--- src/rtl/pipe_ctrl_pkg.sv ---
// Shared control definitions for the pipe_ctrl hazard/sequencing unit:
// RV32 opcode/funct3 constants and the control-field encodings.
package pipe_ctrl_pkg;

    localparam logic [6:0] OPC_LOAD   = 7'b0000011;
    localparam logic [6:0] OPC_OP_IMM = 7'b0010011;
    localparam logic [6:0] OPC_AUIPC  = 7'b0010111;
    localparam logic [6:0] OPC_STORE  = 7'b0100011;
    localparam logic [6:0] OPC_OP     = 7'b0110011;
    localparam logic [6:0] OPC_LUI    = 7'b0110111;
    localparam logic [6:0] OPC_BRANCH = 7'b1100011;
    localparam logic [6:0] OPC_JALR   = 7'b1100111;
    localparam logic [6:0] OPC_JAL    = 7'b1101111;
    localparam logic [6:0] OPC_SYSTEM = 7'b1110011;

    localparam logic [2:0] F3_SLLI    = 3'b001;
    localparam logic [2:0] F3_SRXI    = 3'b101;

    typedef enum logic [2:0] {
        IMM_NONE  = 3'd0,
        IMM_I     = 3'd1,
        IMM_SHAMT = 3'd2,
        IMM_S     = 3'd3,
        IMM_B     = 3'd4,
        IMM_U     = 3'd5,
        IMM_J     = 3'd6,
        IMM_CSR   = 3'd7
    } imm_type_e;

    typedef enum logic [1:0] {
        PC_PLUS4  = 2'd0,
        PC_TARGET = 2'd1,
        PC_HOLD   = 2'd2
    } pc_sel_e;

    typedef enum logic [1:0] {
        WB_ALU  = 2'd0,
        WB_DMEM = 2'd1,
        WB_PC4  = 2'd2
    } wb_sel_e;

    typedef enum logic [1:0] {
        ST_BOOT = 2'd0,
        ST_RUN  = 2'd1,
        ST_KILL = 2'd2
    } state_e;

    typedef struct packed {
        logic       valid;
        logic       wr;
        logic [4:0] rd;
        wb_sel_e    wb_sel;
    } mw_rec_t;

    // A live MW writer to a non-zero rd that matches the X source register.
    function automatic logic fwd_hit(input mw_rec_t mw, input logic [4:0] rs);
        return mw.valid & mw.wr & (mw.rd != 5'd0) & (mw.rd == rs);
    endfunction

endpackage

--- src/rtl/pipe_ctrl_x_decode.sv ---
// Combinational X-stage opcode classifier: immediate format, writeback
// source, redirect class and whether the instruction writes rd.
module x_decode
    import pipe_ctrl_pkg::*;
(
    input  logic [6:0] i_opcode,
    input  logic [2:0] i_funct3,
    output imm_type_e  o_imm_type,
    output wb_sel_e    o_wb_sel,
    output logic       o_is_jump,
    output logic       o_is_branch,
    output logic       o_is_store,
    output logic       o_is_csr,
    output logic       o_wr_rd
);

    always_comb begin
        o_imm_type  = IMM_NONE;
        o_wb_sel    = WB_ALU;
        o_is_jump   = 1'b0;
        o_is_branch = 1'b0;
        o_is_store  = 1'b0;
        o_is_csr    = 1'b0;
        case (i_opcode)
            OPC_LOAD: begin
                o_imm_type = IMM_I;
                o_wb_sel   = WB_DMEM;
            end
            OPC_OP_IMM: begin
                // Only the shift encodings carry a shamt; funct3 is ignored elsewhere.
                if (i_funct3 == F3_SLLI || i_funct3 == F3_SRXI)
                    o_imm_type = IMM_SHAMT;
                else
                    o_imm_type = IMM_I;
            end
            OPC_AUIPC, OPC_LUI: begin
                o_imm_type = IMM_U;
            end
            OPC_STORE: begin
                o_imm_type = IMM_S;
                o_is_store = 1'b1;
            end
            OPC_BRANCH: begin
                o_imm_type  = IMM_B;
                o_is_branch = 1'b1;
            end
            OPC_JALR: begin
                o_imm_type = IMM_I;
                o_wb_sel   = WB_PC4;
                o_is_jump  = 1'b1;
            end
            OPC_JAL: begin
                o_imm_type = IMM_J;
                o_wb_sel   = WB_PC4;
                o_is_jump  = 1'b1;
            end
            OPC_SYSTEM: begin
                o_imm_type = IMM_CSR;
                o_is_csr   = 1'b1;
            end
            default: begin
                o_imm_type = IMM_NONE;
            end
        endcase
    end

    assign o_wr_rd = ~(o_is_store | o_is_branch | o_is_csr);

endmodule

--- src/rtl/pipe_ctrl.sv ---
// Pipeline sequencing for a 3-stage (IF / X / MW) RV32 core: redirect
// and kill FSM, memory stall, MW writeback record and MW->X forwarding.
module pipe_ctrl
    import pipe_ctrl_pkg::*;
(
    input  logic        clk,
    input  logic        rst,
    input  logic [31:0] x_inst,
    input  logic        x_br_taken,
    input  logic        mem_busy,
    output logic [1:0]  pc_sel,
    output logic        stall,
    output logic        x_valid,
    output logic [2:0]  imm_type,
    output logic        fwd_a,
    output logic        fwd_b,
    output logic        rf_we,
    output logic [1:0]  wb_sel,
    output logic        dmem_we,
    output logic        csr_we
);

    state_e     r_state;
    state_e     w_state_nxt;
    pc_sel_e    w_pc_sel;
    mw_rec_t    r_mw;

    imm_type_e  w_imm_type;
    wb_sel_e    w_wb_sel;
    logic       w_is_jump;
    logic       w_is_branch;
    logic       w_is_store;
    logic       w_is_csr;
    logic       w_wr_rd;
    logic       w_redirect;
    logic [4:0] w_rd;
    logic [4:0] w_rs1;
    logic [4:0] w_rs2;
    logic       w_unused_funct7;

    assign w_rd            = x_inst[11:7];
    assign w_rs1           = x_inst[19:15];
    assign w_rs2           = x_inst[24:20];
    assign w_unused_funct7 = ^x_inst[31:25];

    x_decode u_x_decode (
        .i_opcode    (x_inst[6:0]),
        .i_funct3    (x_inst[14:12]),
        .o_imm_type  (w_imm_type),
        .o_wb_sel    (w_wb_sel),
        .o_is_jump   (w_is_jump),
        .o_is_branch (w_is_branch),
        .o_is_store  (w_is_store),
        .o_is_csr    (w_is_csr),
        .o_wr_rd     (w_wr_rd)
    );

    assign w_redirect = w_is_jump | (w_is_branch & x_br_taken);

    always_ff @(posedge clk or posedge rst) begin
        if (rst)
            r_state <= ST_BOOT;
        else
            r_state <= w_state_nxt;
    end

    // A stalled cycle holds the state, so a redirect blocked by mem_busy
    // fires on the first free cycle with the same X instruction.
    always_comb begin
        w_state_nxt = r_state;
        w_pc_sel    = PC_PLUS4;
        if (mem_busy) begin
            w_pc_sel = PC_HOLD;
        end else begin
            case (r_state)
                ST_BOOT: w_state_nxt = ST_RUN;
                ST_RUN: begin
                    if (w_redirect) begin
                        w_pc_sel    = PC_TARGET;
                        w_state_nxt = ST_KILL;
                    end
                end
                ST_KILL: w_state_nxt = ST_RUN;
                default: w_state_nxt = ST_BOOT;
            endcase
        end
    end

    // MW stage boundary: record what the X instruction will retire as.
    always_ff @(posedge clk or posedge rst) begin
        if (rst) begin
            r_mw <= '0;
        end else if (!mem_busy) begin
            r_mw.valid  <= x_valid;
            r_mw.wr     <= w_wr_rd;
            r_mw.rd     <= w_rd;
            r_mw.wb_sel <= w_wb_sel;
        end
    end

    assign x_valid  = (r_state == ST_RUN);
    assign stall    = mem_busy;
    assign pc_sel   = rst ? PC_PLUS4 : w_pc_sel;
    assign imm_type = w_imm_type;
    assign wb_sel   = r_mw.wb_sel;

    assign rf_we    = r_mw.valid & r_mw.wr & (r_mw.rd != 5'd0) & ~mem_busy;
    assign dmem_we  = x_valid & w_is_store & ~mem_busy;
    assign csr_we   = x_valid & w_is_csr & ~mem_busy;

    assign fwd_a    = fwd_hit(r_mw, w_rs1);
    assign fwd_b    = fwd_hit(r_mw, w_rs2);

endmodule

--- config.mk ---
export PLATFORM = sky130hd
export DESIGN_NAME = pipe_ctrl
export DESIGN_NICKNAME = d
export VERILOG_FILES = /design/src/rtl/pipe_ctrl_pkg.sv /design/src/rtl/pipe_ctrl_x_decode.sv /design/src/rtl/pipe_ctrl.sv
export SDC_FILE = /design/constraint.sdc
export NUM_CORES = 1
export LEC_CHECK = 0
export BUFFER_PORTS_ARGS = -buffer_cell sky130_fd_sc_hd__buf_2
export CORE_MARGIN = 4
export CORE_UTILIZATION = 43
export CTS_CLUSTER_DIAMETER = 40
export DETAILED_ROUTE_END_ITERATION = 10
export GPL_TIMING_DRIVEN = 0
export HOLD_SLACK_MARGIN = 0.06
export PLACE_DENSITY = 0.8
export SKIP_CTS_REPAIR_TIMING = 1
export SYNTH_ARGS = -nofsm -noshare
export SYNTH_HDL_FRONTEND = slang
export SYNTH_HIERARCHICAL = 1
export SYNTH_SLANG_ARGS = --single-unit
--- constraint.sdc ---
create_clock -name clk -period 1.3 [get_ports clk]
set_input_delay 0 -clock clk [delete_from_list [all_inputs] [get_ports clk]]
set_output_delay 0 -clock clk [all_outputs]
set_load 0.01 [all_outputs]
## Word-level counts from Yosys, hierarchy flattened

Index checks and enable logic that the tools add are counted.
W data, S select, Z words.

| word-level totals | value |
|---|---|
| register bits | 11 |
| input bits | 36 |
| output and inout port bits | 14 |
| word-level logic and storage cells | 57 |

| cells by class | value |
|---|---|
| eq/ne operators | 16 |
| mux-type cells | 13 |
| bitwise logic cells | 15 |
| reductions and logical operators | 8 |

Operators by type and width:

| operator | count |
|---|---|
| $eq A7 B7 Y1 const B | 4 |
| $pmux W3 S7 | 1 |
| $eq A7 B5 Y1 const B | 2 |
| $eq A7 B6 Y1 const B | 2 |
| $and A1 B1 Y1 | 10 |
| $eq A5 B5 Y1 | 2 |
| $mux W2 | 4 |
| $pmux W2 S2 | 2 |
| $reduce_or A2 Y1 | 4 |
| $eq A7 B2 Y1 const B | 1 |
| $mux W1 | 6 |
| $reduce_bool A5 Y1 | 1 |
| $eq A3 B1 Y1 const B | 1 |
| $eq A3 B3 Y1 const B | 1 |
| $or A1 B1 Y1 | 3 |
| $eq A2 B1 Y1 const B | 1 |
| $eq A2 B2 Y1 const B | 1 |
| $logic_not A2 Y1 | 1 |
| $ne A2 B1 Y1 const B | 1 |
| $not A1 Y1 | 2 |
| $reduce_and A2 Y1 | 1 |
| $logic_or A1 B1 Y1 | 1 |

## Depth between registers and ports, before layout

Gate-level depths: netlist of the first run.

| logic depth | value |
|---|---|
| word-level depth | 8 |
| mapped depth | 6 |
| mapped depth without buffers | 5 |

## By module

Netlist of the first run, hierarchy kept.

By module, submodules not included:

| module | instances | cells an instance | area an instance (µm²) |
|---|---|---|---|
| pipe_ctrl | 1 | 54 | 609.3 |
| x_decode | 1 | 31 | 246.5 |

## Least setup slack after synthesis of the first run

OpenSTA, ideal clock, no wires.

| timing | value |
|---|---|
| path type | register -> output |
| start point | register r_mw[2] in the netlist's numbering |
| end point | output port fwd_a |
| arrival time | 1.208 ns |
| data required time | 1.300 ns |
| slack | 0.092 ns |
| stages on the path, launching flop included | 4 |
| path buffers | 0 |
| path through | dfrtp_1 or4_1 o211ai_2 nor4_1 |

| between the ends | value |
|---|---|
| longest elaborated chain between the ends | 3 |

Ends and longest elaborated chain:

| item | RTL line | source |
|---|---|---|
| start: declaration | pipe_ctrl.sv:26 | `mw_rec_t r_mw;` |
| $reduce_bool A5 Y1 | pipe_ctrl_pkg.sv:57 | `return mw.valid & mw.wr & (mw.rd != 5'd0) & (mw.rd == rs);` |
| $and A1 B1 Y1 | pipe_ctrl_pkg.sv:57 |  |
| $and A1 B1 Y1 * | pipe_ctrl_pkg.sv:57 |  |
| end: declaration | pipe_ctrl.sv:15 | `output logic fwd_a,` |

Mark *: on every way between the ends. The rest lies on a longest branch, timed or not.

## Final worst setup path of the first run

| timing | value |
|---|---|
| start point | register r_mw[3] in the netlist's numbering |
| end point | output port fwd_b |

| between the ends | value |
|---|---|
| longest elaborated chain between the ends | 3 |

Ends and longest elaborated chain:

| item | RTL line | source |
|---|---|---|
| $reduce_bool A5 Y1 | pipe_ctrl_pkg.sv:57 |  |
| $and A1 B1 Y1 | pipe_ctrl_pkg.sv:57 |  |
| $and A1 B1 Y1 * | pipe_ctrl_pkg.sv:57 |  |
| end: declaration | pipe_ctrl.sv:16 | `output logic fwd_b,` |

Marked as above.

==> flow_metrics.env, run 1 <==
export IMPL_worst_endpoint_required_ps=1300
export IMPL_postSynth_topFlopCell="sky130_fd_sc_hd__dfrtp_1"
export IMPL_cts_tree="built"
export IMPL_clock_skew_ps=1.27
export IMPL_flow_area_growth_from_synthesis_pct=41.5
export IMPL_cts_htree_levels=1
export IMPL_post_route_cell_area_um2=1210
export IMPL_timing_final_max_slew_violations=0
export IMPL_place_inst=149
export IMPL_worstHoldPathType="input port to register"
export IMPL_gr_met3_demand_resource_pct=4.56
export IMPL_die_width_um=52.6
export IMPL_p_comb_share_pct=29.4
export IMPL_syn_num_nets=121
export IMPL_synth_largest_area_cell="sky130_fd_sc_hd__dfrtp_1"
export IMPL_cell_internal_pwr_uw=627
export IMPL_power_ir_vdd_worst_mv=0.457
export IMPL_switchingPower_uw=258
export IMPL_antenna_left=0
export IMPL_die_y_um=52.6
export IMPL_grt_start_max_net_pins=12
export IMPL_yosysWarnings=6
export IMPL_drt_wirelength_per_cell_um=13.3
export IMPL_violations="negative setup slack"
export IMPL_critPathBufInv=1
export IMPL_drive_gt1_share_pct=50.0
export IMPL_syn_instance_count=85
export IMPL_grt_setup_unrepaired="true"
export IMPL_grt_pass1_wl_mm=3.22
export IMPL_die_area_um2=2770
export IMPL_timing_max_slew_rel_slack_pct=72.2
export IMPL_synth_top_area_share_pct=32.2
export IMPL_fraction_of_the_yosys_area_taken_by_sequential_cells_pct=32.2
export IMPL_synth_simple_gate_area_share_pct=27.8
export IMPL_timing_critical_path_to_type="primary output"
export IMPL_cpLargestDelayFamily="simple AND/OR/NAND/NOR gates"
export IMPL_slowest_delay_ps=540
export IMPL_post_synth_fa_ha_maj_area_fraction_pct=0
export IMPL_sw_share_pct=29.1
export IMPL_final_min_clock_period_ps=1680
export IMPL_final_estimated_routing_congestion_in_global_placement=0.782
export IMPL_initial_antenna_violation_count=0
export IMPL_muxShareOfSynthArea_pct=11.8
export IMPL_period_share_pct=129
export IMPL_vias=829
export IMPL_core_area_um2=1800
export IMPL_grtUsageTotal_pct=15.6
export IMPL_post_drt_via_cell_ratio=5.09
export IMPL_cap_violations=0
export IMPL_synth_edff_count=0
export IMPL_synth_area_per_cell_um2=10.1
export IMPL_num_nets_final=175
export IMPL_mappedNetlistArea_um2=856
export IMPL_status="complete, but fails checks"
export IMPL_synth_area_top_cells="sky130_fd_sc_hd__dfrtp_1 32%, sky130_fd_sc_hd__mux2_2 9.2%, sky130_fd_sc_hd__xnor2_1 6.1%"
export IMPL_antennaDiodeCount=0
export IMPL_first_global_vias=719
export IMPL_detailed_place_area_um2=1080
export IMPL_i_o_pins=50
export IMPL_grt_use_met1_pct=19.4
export IMPL_globalRoute_totalOverflow=0
export IMPL_clkTransAtPathRegs_ps=70
export IMPL_dp_final_hpwl_mm=1.63
export IMPL_cts_buffer_depth=2
export IMPL_drt_drc_violations_left=0
export IMPL_tritoncts_num_buffers=3
export IMPL_post_synthesis_compound_gate_area_fraction_pct=11.3
export IMPL_initial_standard_cell_utilization_of_the_core_pct=47.5
export IMPL_floorplan_rows=15
export IMPL_dr_first_iter_drc_count=10
export IMPL_grt_most_used_layer="met2"
export IMPL_routed_wirelength_mm=2.16
export IMPL_power_sequential_fraction_pct=44.0
export IMPL_criticalPathCategory="register to primary output"
export IMPL_post_place_ws_ps=-83.4
export IMPL_port_buffer_count=39
export IMPL_final_hold_violation_count=0
export IMPL_ctsRootBufferMaster="sky130_fd_sc_hd__clkbuf_4"
export IMPL_path_cells="or4_1 -> o211ai_2 -> nor4_1 -> buf_2"
export IMPL_groute_layer_met2_usage_pct=25.8
export IMPL_post_synth_xor_area_fraction_pct=10.2
export IMPL_worst_path_maximum_fanout=3
export IMPL_clock_sink_count=11
export IMPL_synth_top_family_by_area="simple AND/OR/NAND/NOR gates"
export IMPL_setup_ws_ps=-375
export IMPL_report_power_total_uw=884
export IMPL_share_clk_of_total_power_pct=26.6
export IMPL_final_setup_viol_count=3
export IMPL_ys_seq_elements=11
export IMPL_number_of_search_and_repair_iterations_in_the_first_detailed_routing_pass=4
export IMPL_clk_latency_ps=270
export IMPL_critical_path_slowest_cell="sky130_fd_sc_hd__or4_1"
export IMPL_worst_ep_arrival_time_ps=1680
export IMPL_cellLeakagePower_uw=0.000570
export IMPL_fmaxAchievable_ghz=0.597
export IMPL_cp_start_kind="register"
export IMPL_ys_types=36
export IMPL_pwr_density_cell_nw_per_um2=730
export IMPL_worst_slew_pin_slew_ps=417
export IMPL_async_reset_ff_share_pct=100
export IMPL_finalNonFillerCells=163
## cell families after synthesis
group	after synthesis
DFF	11
buffers and inverters	9
AOI/OAI and AO/OA	13
muxes	9
xor gates and xnor gates	10
and+or+nand+nor	33
## sequential cells by signal (all words and copies together), names as in the netlist
signal   count
r_mw         7
r_state      2
wb_sel       2
## cells in the mapped netlist (2+ instances only)
library cell and n:
sky130_fd_sc_hd__a21o_1 2, sky130_fd_sc_hd__a21oi_1 2, sky130_fd_sc_hd__and2_1 2, sky130_fd_sc_hd__buf_2 2, sky130_fd_sc_hd__buf_4 3, sky130_fd_sc_hd__dfrtp_1 11, sky130_fd_sc_hd__inv_1 2, sky130_fd_sc_hd__mux2_1 2
sky130_fd_sc_hd__mux2_2 7, sky130_fd_sc_hd__nand2_1 5, sky130_fd_sc_hd__nand3_1 2, sky130_fd_sc_hd__nor2_1 2, sky130_fd_sc_hd__nor2b_1 4, sky130_fd_sc_hd__nor3_1 2, sky130_fd_sc_hd__nor3b_1 2, sky130_fd_sc_hd__nor4_1 5
sky130_fd_sc_hd__o21ai_0 3, sky130_fd_sc_hd__xnor2_1 6, sky130_fd_sc_hd__xor2_1 4
## worst paths after layout
check | slack, ps | start | cells past startpoint | endpoint
min in group asynchronous | 280 | rst | 3 | r_state[0]
worst min register to register | 510 | wb_sel[0] | 1 | wb_sel[0]
worst max register to register | 350 | r_state[1] | 3 | r_mw[8]
max in group asynchronous | 710 | rst | 3 | r_state[1]
worst max-delay path | -380 | r_mw[3] | 4 | fwd_b
worst min-delay path | 100 | x_br_taken | 4 | r_state[1]
## layout by cell type (no fill, tap or decap), drive strengths merged, types with 2 or more instances in the layout
cell type	netlist	routed
inv	3	3
clkbuf	0	4
nor4	5	5
xnor2	6	6
nand2	6	6
nand4bb	3	3
a21oi	2	2
o21ai	3	3
nand3	2	2
and2	2	2
dlygate4sd3	0	6
nor2	2	2
nor3	2	2
xor2	4	4
mux2	9	9
a21o	2	2
dfrtp	11	11
o211ai	2	2
nor2b	5	5
buf	6	49
nor3b	3	3
## stage by stage
step / hold WS, ps / utilization (%) / setup TNS [ps]
floorplan: -148 / - / 0
global placement: 17.9 / 60.1 / -205
detailed placement: 34.4 / 60.1 / -219
CTS: -261 / 61.5 / -1410
global route: 105 / 67.2 / -1450
finish: 98.2 / 67.2 / -1100
## area by class of cell
cell class,instances,area (um^2)
Tap cell,25,31.3
Buffer,6,43.8
Inverter,3,13.8
Timing Repair Buffer,49,285
Fill cell,155,591
Multi-Input combinational cell,65,534
Clock buffer,4,26.3
Sequential cell,11,277
## power groups by stage
stage	logic (uW)	registers [uW]	clock network, uW
floorplan	139	389	0
global placement	213	395	0
detailed placement	221	398	0
CTS	222	391	243
global route	286	392	267
finish	260	389	235
## worst reg2reg max path, delay by kind of cell (launching register included)
kind	cells	cell delay [ps]
simple gates	1	240
flops	1	440
buf+inv	1	140
compound gates	1	70
## per-layer routing
metal | vias up | part of all wire, %
met4 | 0 | 0
met3 | 0 | 4.5
met2 | 20 | 53
met1 | 396 | 42
met5 | - | 0
li1 | 413 | -
Power figures use the tool's default switching activity.
==> run 2, diff against run 1 <==
--- a/config.mk
+++ b/config.mk
@@ -7,12 +7,13 @@
 export LEC_CHECK = 0
 export BUFFER_PORTS_ARGS = -buffer_cell sky130_fd_sc_hd__buf_2
 export CORE_MARGIN = 4
-export CORE_UTILIZATION = 43
+export CORE_UTILIZATION = 45
+export CTS_BUF_LIST = sky130_fd_sc_hd__clkbuf_8
 export CTS_CLUSTER_DIAMETER = 40
 export DETAILED_ROUTE_END_ITERATION = 10
 export GPL_TIMING_DRIVEN = 0
 export HOLD_SLACK_MARGIN = 0.06
-export PLACE_DENSITY = 0.8
+export PLACE_DENSITY = 0.83
 export SKIP_CTS_REPAIR_TIMING = 1
 export SYNTH_ARGS = -nofsm -noshare
 export SYNTH_HDL_FRONTEND = slang
==> run 2 against run 1 <==
Against the previous run:
- the flow still finishes with violations (negative setup slack)
- largest cell class unchanged
- non-clock buffer count unchanged
- sequential cell count stayed put
- critical path depth unchanged
==> flow_metrics.env, run 2 (synthesized netlist as in run 1, its figures left out) <==
export IMPL_post_place_ws_ps=-108
export IMPL_antenna_left=0
export IMPL_report_power_total_uw=982
export IMPL_final_estimated_routing_congestion_in_global_placement=0.760
export IMPL_timing_max_slew_rel_slack_pct=72.5
export IMPL_drive_gt1_share_pct=52.9
export IMPL_clock_skew_ps=3.25
export IMPL_clock_sink_count=11
export IMPL_grt_pass1_wl_mm=3.08
export IMPL_dp_final_hpwl_mm=1.58
export IMPL_number_of_search_and_repair_iterations_in_the_first_detailed_routing_pass=4
export IMPL_floorplan_rows=15
export IMPL_fmaxAchievable_ghz=0.619
export IMPL_die_width_um=51.6
export IMPL_grt_setup_unrepaired="true"
export IMPL_worst_endpoint_required_ps=1300
export IMPL_period_share_pct=124
export IMPL_violations="negative setup slack"
export IMPL_drt_drc_violations_left=0
export IMPL_clk_latency_ps=230
export IMPL_worst_path_maximum_fanout=3
export IMPL_timing_final_max_slew_violations=0
export IMPL_cts_tree="built"
export IMPL_core_area_um2=1760
export IMPL_final_hold_violation_count=0
export IMPL_max_flop_register="r_mw"
export IMPL_cellLeakagePower_uw=0.000589
export IMPL_timing_critical_path_to_type="primary output"
export IMPL_n_fill_cell=138
export IMPL_ctsRootBufferMaster="sky130_fd_sc_hd__clkbuf_8"
export IMPL_pwr_density_cell_nw_per_um2=781
export IMPL_status="complete, but fails checks"
export IMPL_power_ir_vdd_worst_mv=0.770
export IMPL_port_buffer_count=39
export IMPL_flow_area_growth_from_synthesis_pct=46.9
export IMPL_tritoncts_num_buffers=3
export IMPL_worst_slew_pin_slew_ps=413
export IMPL_first_global_vias=740
export IMPL_i_o_pins=50
export IMPL_die_area_um2=2660
export IMPL_grtUsageTotal_pct=15.4
export IMPL_post_drt_via_cell_ratio=5.21
export IMPL_regs_by_ff_count="r_mw (7), r_state (2), wb_sel (2)"
export IMPL_dr_first_iter_drc_count=10
export IMPL_multiInputGateArea_um2=562
export IMPL_drt_wirelength_per_cell_um=12.9
export IMPL_grt_start_max_net_pins=12
export IMPL_register_area_um2=277
export IMPL_cp_start_kind="register"
export IMPL_globalRoute_totalOverflow=0
export IMPL_layout_cells_most_common_list="41 x sky130_fd_sc_hd__buf_2, 10 x sky130_fd_sc_hd__dfrtp_1, 7 x sky130_fd_sc_hd__mux2_2, 7 x sky130_fd_sc_hd__buf_4"
export IMPL_vias=850
export IMPL_setup_ws_ps=-316
export IMPL_routed_wirelength_mm=2.10
export IMPL_cts_buffer_depth=2
export IMPL_num_nets_final=175
export IMPL_initial_standard_cell_utilization_of_the_core_pct=48.5
export IMPL_die_y_um=51.6
export IMPL_clkTransAtPathRegs_ps=40
export IMPL_cts_htree_levels=1
export IMPL_initial_antenna_violation_count=0
export IMPL_criticalPathCategory="register to primary output"
export IMPL_antennaDiodeCount=0
export IMPL_cap_violations=0
export IMPL_final_min_clock_period_ps=1620
export IMPL_most_common_cell_after_layout_fill_and_taps_aside="sky130_fd_sc_hd__buf_2"
export IMPL_detailed_place_area_um2=1080
export IMPL_post_route_cell_area_um2=1260
export IMPL_timing_reg2reg_worst_path_depth=2
export IMPL_worstHoldPathType="input port to register"
export IMPL_worst_ep_arrival_time_ps=1620
export IMPL_hold_path_cell_count=4
export IMPL_largest_register_ffs=7
export IMPL_final_setup_viol_count=3
-- run 2: cell types whose count changed in the layout (fill, tap and decap cells not counted), sizes merged --
cell / delta
clkbuf: -1
inv: +1
-- run 2: final cells by class --
cell class / count / share of cell area, %
Tap cell: 25 / 2.49
Clock buffer: 3 / 3.28
Timing Repair Buffer: 49 / 22.7
Multi-Input combinational cell: 65 / 44.7
Inverter: 3 / 1.09
Sequential cell: 11 / 22.0
Buffer: 6 / 3.48
Clock inverter: 1 / 0.299
-- run 2: worst paths after layout --
kind | from | to | slack [ps]
max in group asynchronous | rst | r_state[1] | 670
worst max register to register | r_mw[4] | r_mw[4] | 360
worst min register to register | wb_sel[0] | wb_sel[0] | 500
min in group asynchronous | rst | r_mw[8] | 320
worst max-delay path | r_mw[4] | fwd_b | -320
worst min-delay path | x_br_taken | r_state[1] | 120
-- run 2: power by group --
| group | total (uW) | internal [uW] | switching, uW |
|---|---|---|---|
| clock | 322 | 206 | 115 |
| combinational | 273 | 148 | 124 |
| sequential | 388 | 365 | 22.8 |
-- run 2: worst max-delay path, stage by stage, from the launching register on --
cell and delay [ps]:
sky130_fd_sc_hd__dfrtp_1 380, sky130_fd_sc_hd__or4_4 550, sky130_fd_sc_hd__o211ai_4 240, sky130_fd_sc_hd__nor4_2 60, sky130_fd_sc_hd__buf_2 150
-- run 2: metal layers --
metal  routed length, um  global-route usage [%]  vias up  share of wire [%]
met2                1120                    26.9       18                 53
met5                   0                       0        -                  0
li1                    -                       -      414                  -
met3                  81                    4.58        4                3.9
met1                 858                    17.9      414                 41
met4                  34                    5.24        0                1.6
-- run 2: metrics by stage --
| stage | TNS [ps] | std cells | utilization [%] | hold WS [ps] |
|---|---|---|---|---|
| 2_1_floorplan | 0 | 85 | - | -148 |
| 3_3_place_gp | -185 | 149 | 61.3 | 13.4 |
| 3_5_place_dp | -259 | 149 | 61.3 | 27.1 |
| 4_1_cts | -1340 | 153 | 63.9 | -225 |
| 5_1_grt | -1100 | 163 | 71.3 | 137 |
| 6_report | -920 | 163 | 71.3 | 123 |
